$ cat src/rtl/fifo_vc_scheduler.sv
// ---------------------------------------------------------------------------
// fifo_vc_scheduler
//
// Controller/arbiter for the six-bit FIFO subsystem. It broadcasts the
// almost-empty/almost-full thresholds to every FIFO and arbitrates two
// virtual-channel input FIFOs (VC0, VC1). Each popped word is routed to one of
// four destination FIFOs chosen by its top two bits. The block also sequences
// the subsystem through RESET/INIT/IDLE/ACTIVE/ERROR.
//
// Optional feature: define ARB_ROUND_ROBIN_EN to alternate grants when both
// VCs are non-empty. Without it, VC0 has strict priority.
//
// Ports:
//   clk, reset_L            clock, asynchronous active-low reset
//   init                    request (re)configuration
//   umbral_empty_in/full_in thresholds loaded while in INIT
//   vc0_empty, vc1_empty    input FIFO empty flags
//   vc0_data, vc1_data      input FIFO registered data_out
//   dest_almost_full[3:0]   almost_full of destination FIFOs 0..3
//   fifo_error              OR of all FIFO error flags
//   vc0_pop, vc1_pop        pop strobes to the input FIFOs
//   dest_push[3:0]          one-hot push to the destination FIFOs
//   data_out                word driven to all destination FIFOs
//   buffer_empty/full       thresholds broadcast to all FIFOs
//   estado                  current state (RESET=0 .. ERROR=4)
//   idle_out/active_out/error_out  state decodes
// ---------------------------------------------------------------------------
module fifo_vc_scheduler #(
    parameter int                DATA_W           = 6,
    parameter int                ADDR_W           = 2,
    parameter logic [ADDR_W-1:0] DEF_UMBRAL_EMPTY = 2'd1,
    parameter logic [ADDR_W-1:0] DEF_UMBRAL_FULL  = 2'd2
) (
    input  logic              clk,
    input  logic              reset_L,
    input  logic              init,
    input  logic [ADDR_W-1:0] umbral_empty_in,
    input  logic [ADDR_W-1:0] umbral_full_in,
    input  logic              vc0_empty,
    input  logic              vc1_empty,
    input  logic [DATA_W-1:0] vc0_data,
    input  logic [DATA_W-1:0] vc1_data,
    input  logic [3:0]        dest_almost_full,
    input  logic              fifo_error,
    output logic              vc0_pop,
    output logic              vc1_pop,
    output logic [3:0]        dest_push,
    output logic [DATA_W-1:0] data_out,
    output logic [ADDR_W-1:0] buffer_empty,
    output logic [ADDR_W-1:0] buffer_full,
    output logic [2:0]        estado,
    output logic              idle_out,
    output logic              active_out,
    output logic              error_out
);

    typedef enum logic [2:0] {
        ST_RESET  = 3'd0,
        ST_INIT   = 3'd1,
        ST_IDLE   = 3'd2,
        ST_ACTIVE = 3'd3,
        ST_ERROR  = 3'd4
    } state_t;

    state_t            state_reg, state_next;
    logic              s1_valid_reg;   // pop issued last cycle, data appears on vcX_data now
    logic              s1_vc_reg;      // which VC that pop went to (1 = VC1)
    logic              s2_valid_reg;   // data_reg holds a word being pushed this cycle
    logic [DATA_W-1:0] data_reg;
    logic [ADDR_W-1:0] buffer_empty_reg, buffer_full_reg;
    logic              pop_ok, any_ready, grant_vc1;

`ifdef ARB_ROUND_ROBIN_EN
    logic              last_grant_reg; // 1 = VC1 was granted last
`endif

    // Pops only in ACTIVE with no destination near full. A pop is also held
    // off while fifo_error is high, since the word would be discarded anyway.
    assign pop_ok    = (state_reg == ST_ACTIVE) && !fifo_error && (dest_almost_full == 4'b0000);
    assign any_ready = !vc0_empty || !vc1_empty;

    always_comb begin
        grant_vc1 = vc0_empty;
`ifdef ARB_ROUND_ROBIN_EN
        if (!vc0_empty && !vc1_empty)
            grant_vc1 = !last_grant_reg;
`endif
    end

    assign vc0_pop = pop_ok && any_ready && !grant_vc1;
    assign vc1_pop = pop_ok && any_ready && grant_vc1;

    always_comb begin
        state_next = state_reg;
        case (state_reg)
            ST_RESET:  state_next = ST_INIT;
            ST_INIT: begin
                if (fifo_error)      state_next = ST_ERROR;
                else if (!init)      state_next = ST_IDLE;
            end
            ST_IDLE: begin
                if (fifo_error)      state_next = ST_ERROR;
                else if (init)       state_next = ST_INIT;
                else if (any_ready)  state_next = ST_ACTIVE;
            end
            ST_ACTIVE: begin
                // The stage-2 word completes its push this cycle, so only the
                // stage-1 word can still hold the controller in ACTIVE.
                if (fifo_error)      state_next = ST_ERROR;
                else if (init)       state_next = ST_INIT;
                else if (vc0_empty && vc1_empty && !s1_valid_reg)
                                     state_next = ST_IDLE;
            end
            ST_ERROR: begin
                if (!fifo_error && init) state_next = ST_INIT;
            end
            default:                 state_next = ST_RESET;
        endcase
    end

    always_ff @(posedge clk or negedge reset_L) begin
        if (!reset_L) begin
            state_reg        <= ST_RESET;
            s1_valid_reg     <= 1'b0;
            s1_vc_reg        <= 1'b0;
            s2_valid_reg     <= 1'b0;
            data_reg         <= '0;
            buffer_empty_reg <= DEF_UMBRAL_EMPTY;
            buffer_full_reg  <= DEF_UMBRAL_FULL;
`ifdef ARB_ROUND_ROBIN_EN
            last_grant_reg   <= 1'b1;
`endif
        end else begin
            state_reg <= state_next;
            if (state_reg == ST_INIT) begin
                buffer_empty_reg <= umbral_empty_in;
                buffer_full_reg  <= umbral_full_in;
            end
            s1_valid_reg <= vc0_pop || vc1_pop;
            s1_vc_reg    <= vc1_pop;
            // Entering ERROR drops whatever is still in flight.
            s2_valid_reg <= (state_next == ST_ERROR) ? 1'b0 : s1_valid_reg;
            if (s1_valid_reg)
                data_reg <= s1_vc_reg ? vc1_data : vc0_data;
`ifdef ARB_ROUND_ROBIN_EN
            if (vc0_pop || vc1_pop)
                last_grant_reg <= vc1_pop;
`endif
        end
    end

    genvar gi;
    generate
        for (gi = 0; gi < 4; gi++) begin : g_push
            assign dest_push[gi] = s2_valid_reg && (data_reg[DATA_W-1 -: 2] == 2'(gi));
        end
    endgenerate

    assign data_out     = data_reg;
    assign buffer_empty = buffer_empty_reg;
    assign buffer_full  = buffer_full_reg;
    assign estado       = state_reg;
    assign idle_out     = (state_reg == ST_IDLE);
    assign active_out   = (state_reg == ST_ACTIVE);
    assign error_out    = (state_reg == ST_ERROR);

endmodule

$ cat config.mk
export PLATFORM = sky130hd
export DESIGN_NAME = fifo_vc_scheduler
export DESIGN_NICKNAME = d
export VERILOG_FILES = /design/src/rtl/fifo_vc_scheduler.sv
export SDC_FILE = /design/constraint.sdc
export NUM_CORES = 1
export LEC_CHECK = 0
export BUFFER_PORTS_ARGS = -buffer_cell sky130_fd_sc_hd__buf_2
export CAP_MARGIN = 20
export CORE_MARGIN = 3
export CORE_UTILIZATION = 44
export CTS_CLUSTER_DIAMETER = 50
export DETAILED_ROUTE_END_ITERATION = 8
export GPL_TIMING_DRIVEN = 0
export PLACE_DENSITY = 0.92
export SYNTH_ARGS = -nofsm -noshare
export SYNTH_HDL_FRONTEND = slang
export SYNTH_SLANG_ARGS = --single-unit
export TNS_END_PERCENT = 10
$ cat constraint.sdc
create_clock -name clk -period 4.17 [get_ports clk]
set_input_delay 0.417 -clock clk [delete_from_list [all_inputs] [get_ports clk]]
set_output_delay 0.417 -clock clk [all_outputs]
set_load 0.005 [all_outputs]
After elaboration in Yosys (flattened, before gate mapping)
Index checks and enable logic that the tools add are counted.

Equality and inequality tests: 8. Multiplexer cells: 12. Reductions and logical operators: 21.

Operator list (number): $mux 3 (9); $pmux 3 s5 (1); $logic_and 1x1->1 (12); $eq 3x2->1 const B (2); $eq 3x3->1 const B (2); $mux 6 (1); $eq 2x2->1 const B (2); $logic_not 1->1 (4); $logic_not 4->1 (1); $eq 3x1->1 const B (1); $logic_not 3->1 (1); $eq 2x1->1 const B (1); $logic_not 2->1 (1); $logic_or 1x1->1 (2); $mux 1 (1).

Register bits: 16. Input port bits: 26. Output and inout port bits: 22. Logic and storage cells: 48.

Depth between registers and ports, before layout
Gate-level depths: netlist of run 1.

Depth after elaboration: 8. Depth in mapped cells: 4. Mapped depth without buffers: 3.

Worst setup path after synthesis of run 1
OpenSTA, ideal clock, no wires.

Path type: input to output. From: in fifo_error. To: out vc1_pop. Arrival: 1.331 ns. Required time: 3.753 ns. Slack: 2.422 ns. Stages on the path: 3. Buffers on the path: 0. Path through: or4_4 a2111oi_4 and2_1.

Cells in the longest elaborated chain, start to end: 5.

Ends and longest elaborated chain: from (decl) (line 44) `input logic fifo_error,`; $logic_not 1->1 (line 79) `assign pop_ok = (state_reg == ST_ACTIVE) && !fifo_error && (dest_almost_full == 4'b0000);`; $logic_and 1x1->1 (2 in a row) (line 79); $logic_and 1x1->1 (2 in a row) (line 91) `assign vc1_pop = pop_ok && any_ready && grant_vc1;`; to (decl) (line 46) `output logic vc1_pop,`.

Every way passes these cells.

Worst setup path in the final report of run 1
Same ends and word-level chain as after synthesis.

==> flow_summary.ini, run 1 <==
[run_status]
status = completed

[grt]
grt_pass1_vias = 653
grt-ovfl-total = 0
grt_max_degree = 17
grt_use_total_pct = 17.0
antenna_found_initial = 0
grt_pass1_wl_um = 2670

[die]
die_h_um = 47.7
die_w_um = 47.7
dieArea_um2 = 2280
start_util_pct = 48.6
io_pins = 48
rows = 14
core-area_um2 = 1580

[clocking]
clk_pin_slew_ps = 100
cts_buffers = 3
holdBufCountCts = 0
clkSinkCount = 16
cts_max_level = 1
cts_tree = built
cts_setup_buffers = 0
clockRootBuffer = clkbuf_4
cts_resized = 0
clk_path_buf_depth = 2
clock_latency_ps = 300

[sta]
fmax_ghz = 0.484
finalClockSkew_ps = 8.09
finalSetupTns_ps = 0
hold_viol = 0
slew_headroom_pct = 61.0
drv_slew = 0
post-route-period-util_pct = 49.5
hold-worst-slack_ps = 3.77
rsz0062_at_grt = false
finalSetupViolations = 0
fin_crit_ps = 2070
setup_slack_ps = 2100
tightest_slew_ps = 584

[setup_path]
r2r_cells = 3
path_delay_family = simple AND/OR/NAND/NOR gates
cp_cell_sequence = buf_2 -> or4_4 -> a2111oi_4 -> and2_1 -> buf_2
critPathArrivalTime_ps = 1650
cp_num_cells = 5
crit_slowest_cell = or4_4
crit_type = input pin to output port
start_kind = input pin
end_kind = output port
crit_required_ps = 3750
max_stage_delay_ps = 560
path_common_cell = buf_2
ff2ff_setup_slack_ps = 2580
crit_buf_inv = 2
cp_max_fo = 6

[cells_and_area]
largest_reg_flops = 6
most-common-layout-cells = buf_2 (48), dfrtp_1 (14), nor2_1 (10), mux2i_1 (6), a21oi_1 (6)
drive_gt1_share_pct = 50.8
syn2layout_area_growth_pct = 38.1
antennaDiodeCount = 0
final_common_cell = buf_2
final_nets = 147
post-route-util_pct = 67.1

[drt]
wirelength_um = 1880
drc = 0
drt_iter0_markers = 22
wire_per_inst_um = 13.8
viasPerCell = 5.38
vias = 731
antenna_left = 0
dr.pass1.iters = 5

[yosys]
yosysSeqAreaShare_pct = 52.6
synth_area_per_cell_um2 = 11.1
synth_nets = 95
synth-warning-count = 0
synthCells = 69
synth.distinct_cells = 25
ys_ff_latch = 16
syn_area_um2 = 766

[power]
p_sw_share_pct = 31.4
leakagePower_nw = 0.518
seq_power_share_pct = 45.3
power_mw = 0.499
power_density_nw_per_um2 = 472
p_int_mw = 0.342
clkPwrFrac_pct = 21.3
peakVddDrop_mv = 0.329
p_comb_share_pct = 33.3
switchingPower_mw = 0.157

[place]
routabilityCongestion = 0.726
hpwl_um = 1470
portBuffers = 47
dp_slack_ps = 2110

[job]
maxCapViolations = 0

[worst_hold_path]
hold_path_class = input pin to async pin
[metrics by stage]
stage | area (um2) | cells
finish | 1060 | 136
global route | 1060 | 136
CTS | 1060 | 136
detailed placement | 1020 | 132
global placement | 1020 | 132
floorplan | 766 | 69
[synthesized netlist by cell type]
| library cell | number | area (um2) |
|---|---|---|
| nor2_1 | 10 | 37.5 |
| mux2i_1 | 6 | 60.1 |
| dfstp_2 | 2 | 52.6 |
| and3_1 | 1 | 6.26 |
| nand3_1 | 1 | 5.00 |
| o21ai_0 | 2 | 10.0 |
| nand2b_1 | 1 | 6.26 |
| a21oi_1 | 6 | 30.0 |
| mux2_2 | 4 | 45.0 |
| a31oi_1 | 1 | 6.26 |
| a211o_1 | 1 | 8.76 |
| nand3b_1 | 1 | 7.51 |
| nor4_1 | 2 | 12.5 |
| a2111oi_4 | 1 | 27.5 |
| clkbuf_1 | 2 | 7.51 |
| a21boi_0 | 1 | 7.51 |
| or3b_2 | 1 | 8.76 |
| nand2_1 | 3 | 11.3 |
| and2_1 | 2 | 12.5 |
| or4_4 | 1 | 11.3 |
| buf_2 | 1 | 5.00 |
| nor3b_1 | 3 | 22.5 |
| o211a_1 | 1 | 10.0 |
| inv_1 | 1 | 3.75 |
| dfrtp_1 | 14 | 350 |
[worst reg2reg max path, stage by stage, from the launching register on]
cell     delay, ps
dfrtp_1        400
buf_2          180
nor3b_1        520
mux2_2         400
[final cells by class]
| type | instances | area (um2) |
|---|---|---|
| Timing Repair Buffer | 47 | 235 |
| Tap cell | 16 | 20.0 |
| Multi-Input combinational cell | 49 | 347 |
| Inverter | 1 | 3.75 |
| Buffer | 3 | 12.5 |
| Sequential cell | 16 | 403 |
| Clock buffer | 4 | 36.3 |
| Fill cell | 112 | 519 |
[path summary, 6_finish.rpt]
kind                                  from         endpoint
min                                reset_L      data_out[1]
max                             fifo_error          vc1_pop
min reg2reg                buffer_empty[1]  buffer_empty[1]
min in group clk                      init        estado[1]
max in group asynchronous          reset_L  buffer_empty[0]
max reg2reg                      estado[2]   buffer_full[0]
[logic make-up (layout without fill, tap and decap cells)]
kind of cell,Yosys count,in the layout,synth area share (%)
DFF,16,16,52.6
and+or+nand+nor,26,26,18.5
muxes,10,10,13.7
buffers and inverters,4,55,2.12
AOI/OAI and AO/OA,13,13,13.1
[power groups by stage]
stage	Clock [mW]	Combinational [mW]	Sequential (mW)
after floorplan	0	0.0896	0.230
after global placement	0	0.160	0.229
after detailed placement	0	0.167	0.230
after CTS	0.107	0.167	0.227
after global routing	0.115	0.184	0.232
final	0.106	0.167	0.226
[metal layers]
| metal | global-route usage [%] | wire length [um] | up-vias |
|---|---|---|---|
| met3 | 3.01 | 125 | 7 |
| met2 | 31.9 | 987 | 36 |
| met4 | 8.06 | 41 | 0 |
| met1 | 18.1 | 726 | 338 |
| li1 | - | - | 350 |
| met5 | 0 | 0 | - |
No activity file was read; power rests on OpenSTA's default activity.
==> run 2, diff against run 1 <==
ABC_AREA = 1   (was default)
CORE_UTILIZATION = 38   (was 44)
PLACE_DENSITY = 0.84   (was 0.92)
clock period = 1.7 ns   (was 4.17 ns; I/O delays follow)
==> run 2 against run 1 <==
Against the previous run: synthesized cell count rose by 52%; hold slack improved by 91 ps; routed wire length up 20%; highest routed layer unchanged; critical path type is now flip-flop to output port.
==> flow_summary.ini, run 2 <==
[sta]
hold_viol = 0
fmax_ghz = 0.627
fin_crit_ps = 1590
post-route-period-util_pct = 93.8
finalClockSkew_ps = 6.14
finalSetupViolations = 0
slew_headroom_pct = 77.0
finalSetupTns_ps = 0
rsz0062_at_grt = false
tightest_slew_ps = 346
drv_slew = 0

[place]
portBuffers = 47
hpwl_um = 1700
routabilityCongestion = 0.895
dpl.cell_count = 179

[grt]
grt_use_total_pct = 17.5
grt-ovfl-total = 0
grt_pass1_wl_um = 3580
grt_max_degree = 17
grt_pass1_vias = 841
antenna_found_initial = 0

[yosys]
synth-async-reset-ratio_pct = 100
synthCells = 105
synth_nets = 131
yosysTopAreaCell = dfrtp_1
syn_area_um2 = 811
yosys-top-cells-area = dfrtp_1 (43%), nand2_1 (11%), o21ai_0 (6.8%)
synth-main-ff-cell = dfrtp_1
synth_area_per_cell_um2 = 7.72
yosysSeqAreaShare_pct = 49.7
synth_top_area_share_pct = 43.2
ys_ff_latch = 16
synth.distinct_cells = 16
synth-warning-count = 0
synth_edf_count = 0
post-synth-top-count-cell = nand2_1
synthTopCellsByCount = nand2_1 (24), dfrtp_1 (14), nor2_1 (13)

[clocking]
cts_max_level = 1
clk_pin_slew_ps = 90
cts_buffers = 3
cts_tree = built
clkSinkCount = 16
clock_latency_ps = 290
clk_path_buf_depth = 2
clockRootBuffer = clkbuf_4

[setup_path]
reg2reg_to = s2_valid_reg
end_kind = output port
cp_max_fo = 8
r2r_cells = 7
crit_type = flip-flop to output port
crit_required_ps = 1530
start_kind = flip-flop
ff2ff_setup_slack_ps = 550
critPathArrivalTime_ps = 1420
r2r-start = estado[0]

[worst_hold_path]
hold_path_class = input pin to flip-flop
min_path_cells = 3
hold_end = buffer_empty[0]
hold_path.startpoint = umbral_empty_in[0]

[drt]
wire_per_inst_um = 12.1
wirelength_um = 2250
drt_iter0_markers = 28
vias = 911
antenna_left = 0
viasPerCell = 4.90
drc = 0
dr.pass1.iters = 4

[power]
peakVddDrop_mv = 0.791
clkPwrFrac_pct = 17.4
p_sw_share_pct = 37.9
seq_power_share_pct = 42.7
power_density_nw_per_um2 = 1230
switchingPower_mw = 0.535
p_int_mw = 0.878
leakagePower_nw = 0.647
p_comb_share_pct = 39.9

[die]
core-area_um2 = 1980
die_w_um = 52.2
die_h_um = 52.2
io_pins = 48
dieArea_um2 = 2720
start_util_pct = 40.9
rows = 16

[cells_and_area]
syn2layout_area_growth_pct = 42.3
most-common-layout-cells = buf_2 (47), nand2_1 (24), nor2_1 (12)
drive_gt1_share_pct = 43.4
largest_reg_flops = 6
n_fill_cell = 172
final_common_cell = buf_2
final_nets = 186
fin_cells = 186
antennaDiodeCount = 0

[job]
maxCapViolations = 0

[run_status]
status = completed
-- run 2: critical path, stage by stage, from the launching register on --
cell	delay [ps]
dfrtp_2	490
nor3_4	220
nand4_1	170
nor2_2	130
buf_2	120
-- run 2: worst max path at each step --
stage | startpoint | end | slack [ps] | depth (start not counted)
finish | estado[2] | vc1_pop | 110 | 4
global route | estado[2] | vc1_pop | 4 | 4
CTS | estado[0] | vc1_pop | 30 | 5
detailed placement | estado[1] | vc1_pop | 370 | 5
global placement | estado[1] | vc1_pop | 380 | 5
floorplan | estado[2] | vc1_pop | 580 | 3
-- run 2: cell type report --
class	instances	area (um2)	area share (%)
clock buffers	4	36.3	3.15
well taps	27	33.8	2.93
inverters	14	52.6	4.56
flip-flops and latches	16	407	35.2
repair buffers	50	260	22.6
multi-input cells	75	364	31.6
-- run 2: timing repair --
item                                   in CTS  in global routing
gates resized for setup                     0                  5
endpoints found under the hold margin      14                  0
hold buffers                                1                  0
buffers inserted                            0                  2
setup endpoints to repair                   0                  2
-- run 2: logic make-up after synthesis --
| group | count (synthesis) | share of synthesized area (%) |
|---|---|---|
| compound gates | 16 | 10.2 |
| flops | 16 | 49.7 |
| simple gates | 59 | 33.6 |
| buf+inv | 14 | 6.48 |
-- run 2: metal layers --
| metal | track usage, % | wire [um] |
|---|---|---|
| met4 | 5.11 | 44 |
| met2 | 31.4 | 1100 |
| met5 | 0 | 0 |
| met1 | 19.7 | 883 |
| met3 | 5.41 | 226 |
-- run 2: power groups by stage --
stage / Sequential [mW] / Clock, mW / Combinational, mW
5_1_grt: 0.619 / 0.266 / 0.641
2_1_floorplan: 0.605 / 0 / 0.284
4_1_cts: 0.602 / 0.253 / 0.513
6_report: 0.604 / 0.246 / 0.563
3_5_place_dp: 0.607 / 0 / 0.505
3_3_place_gp: 0.601 / 0 / 0.485
-- run 2: per-stage QoR --
step / setup slack, ps / area [um2] / util, % / power (mW) / hold slack (ps)
global placement: 384 / 1080 / 54.5 / 1.09 / 89.4
global route: 4.43 / 1150 / 58.2 / 1.53 / 96.7
CTS: 33.0 / 1130 / 56.8 / 1.37 / 95.1
finish: 106 / 1150 / 58.2 / 1.41 / 94.7
floorplan: 584 / 811 / - / 0.889 / -126
detailed placement: 373 / 1080 / 54.5 / 1.11 / 99.7
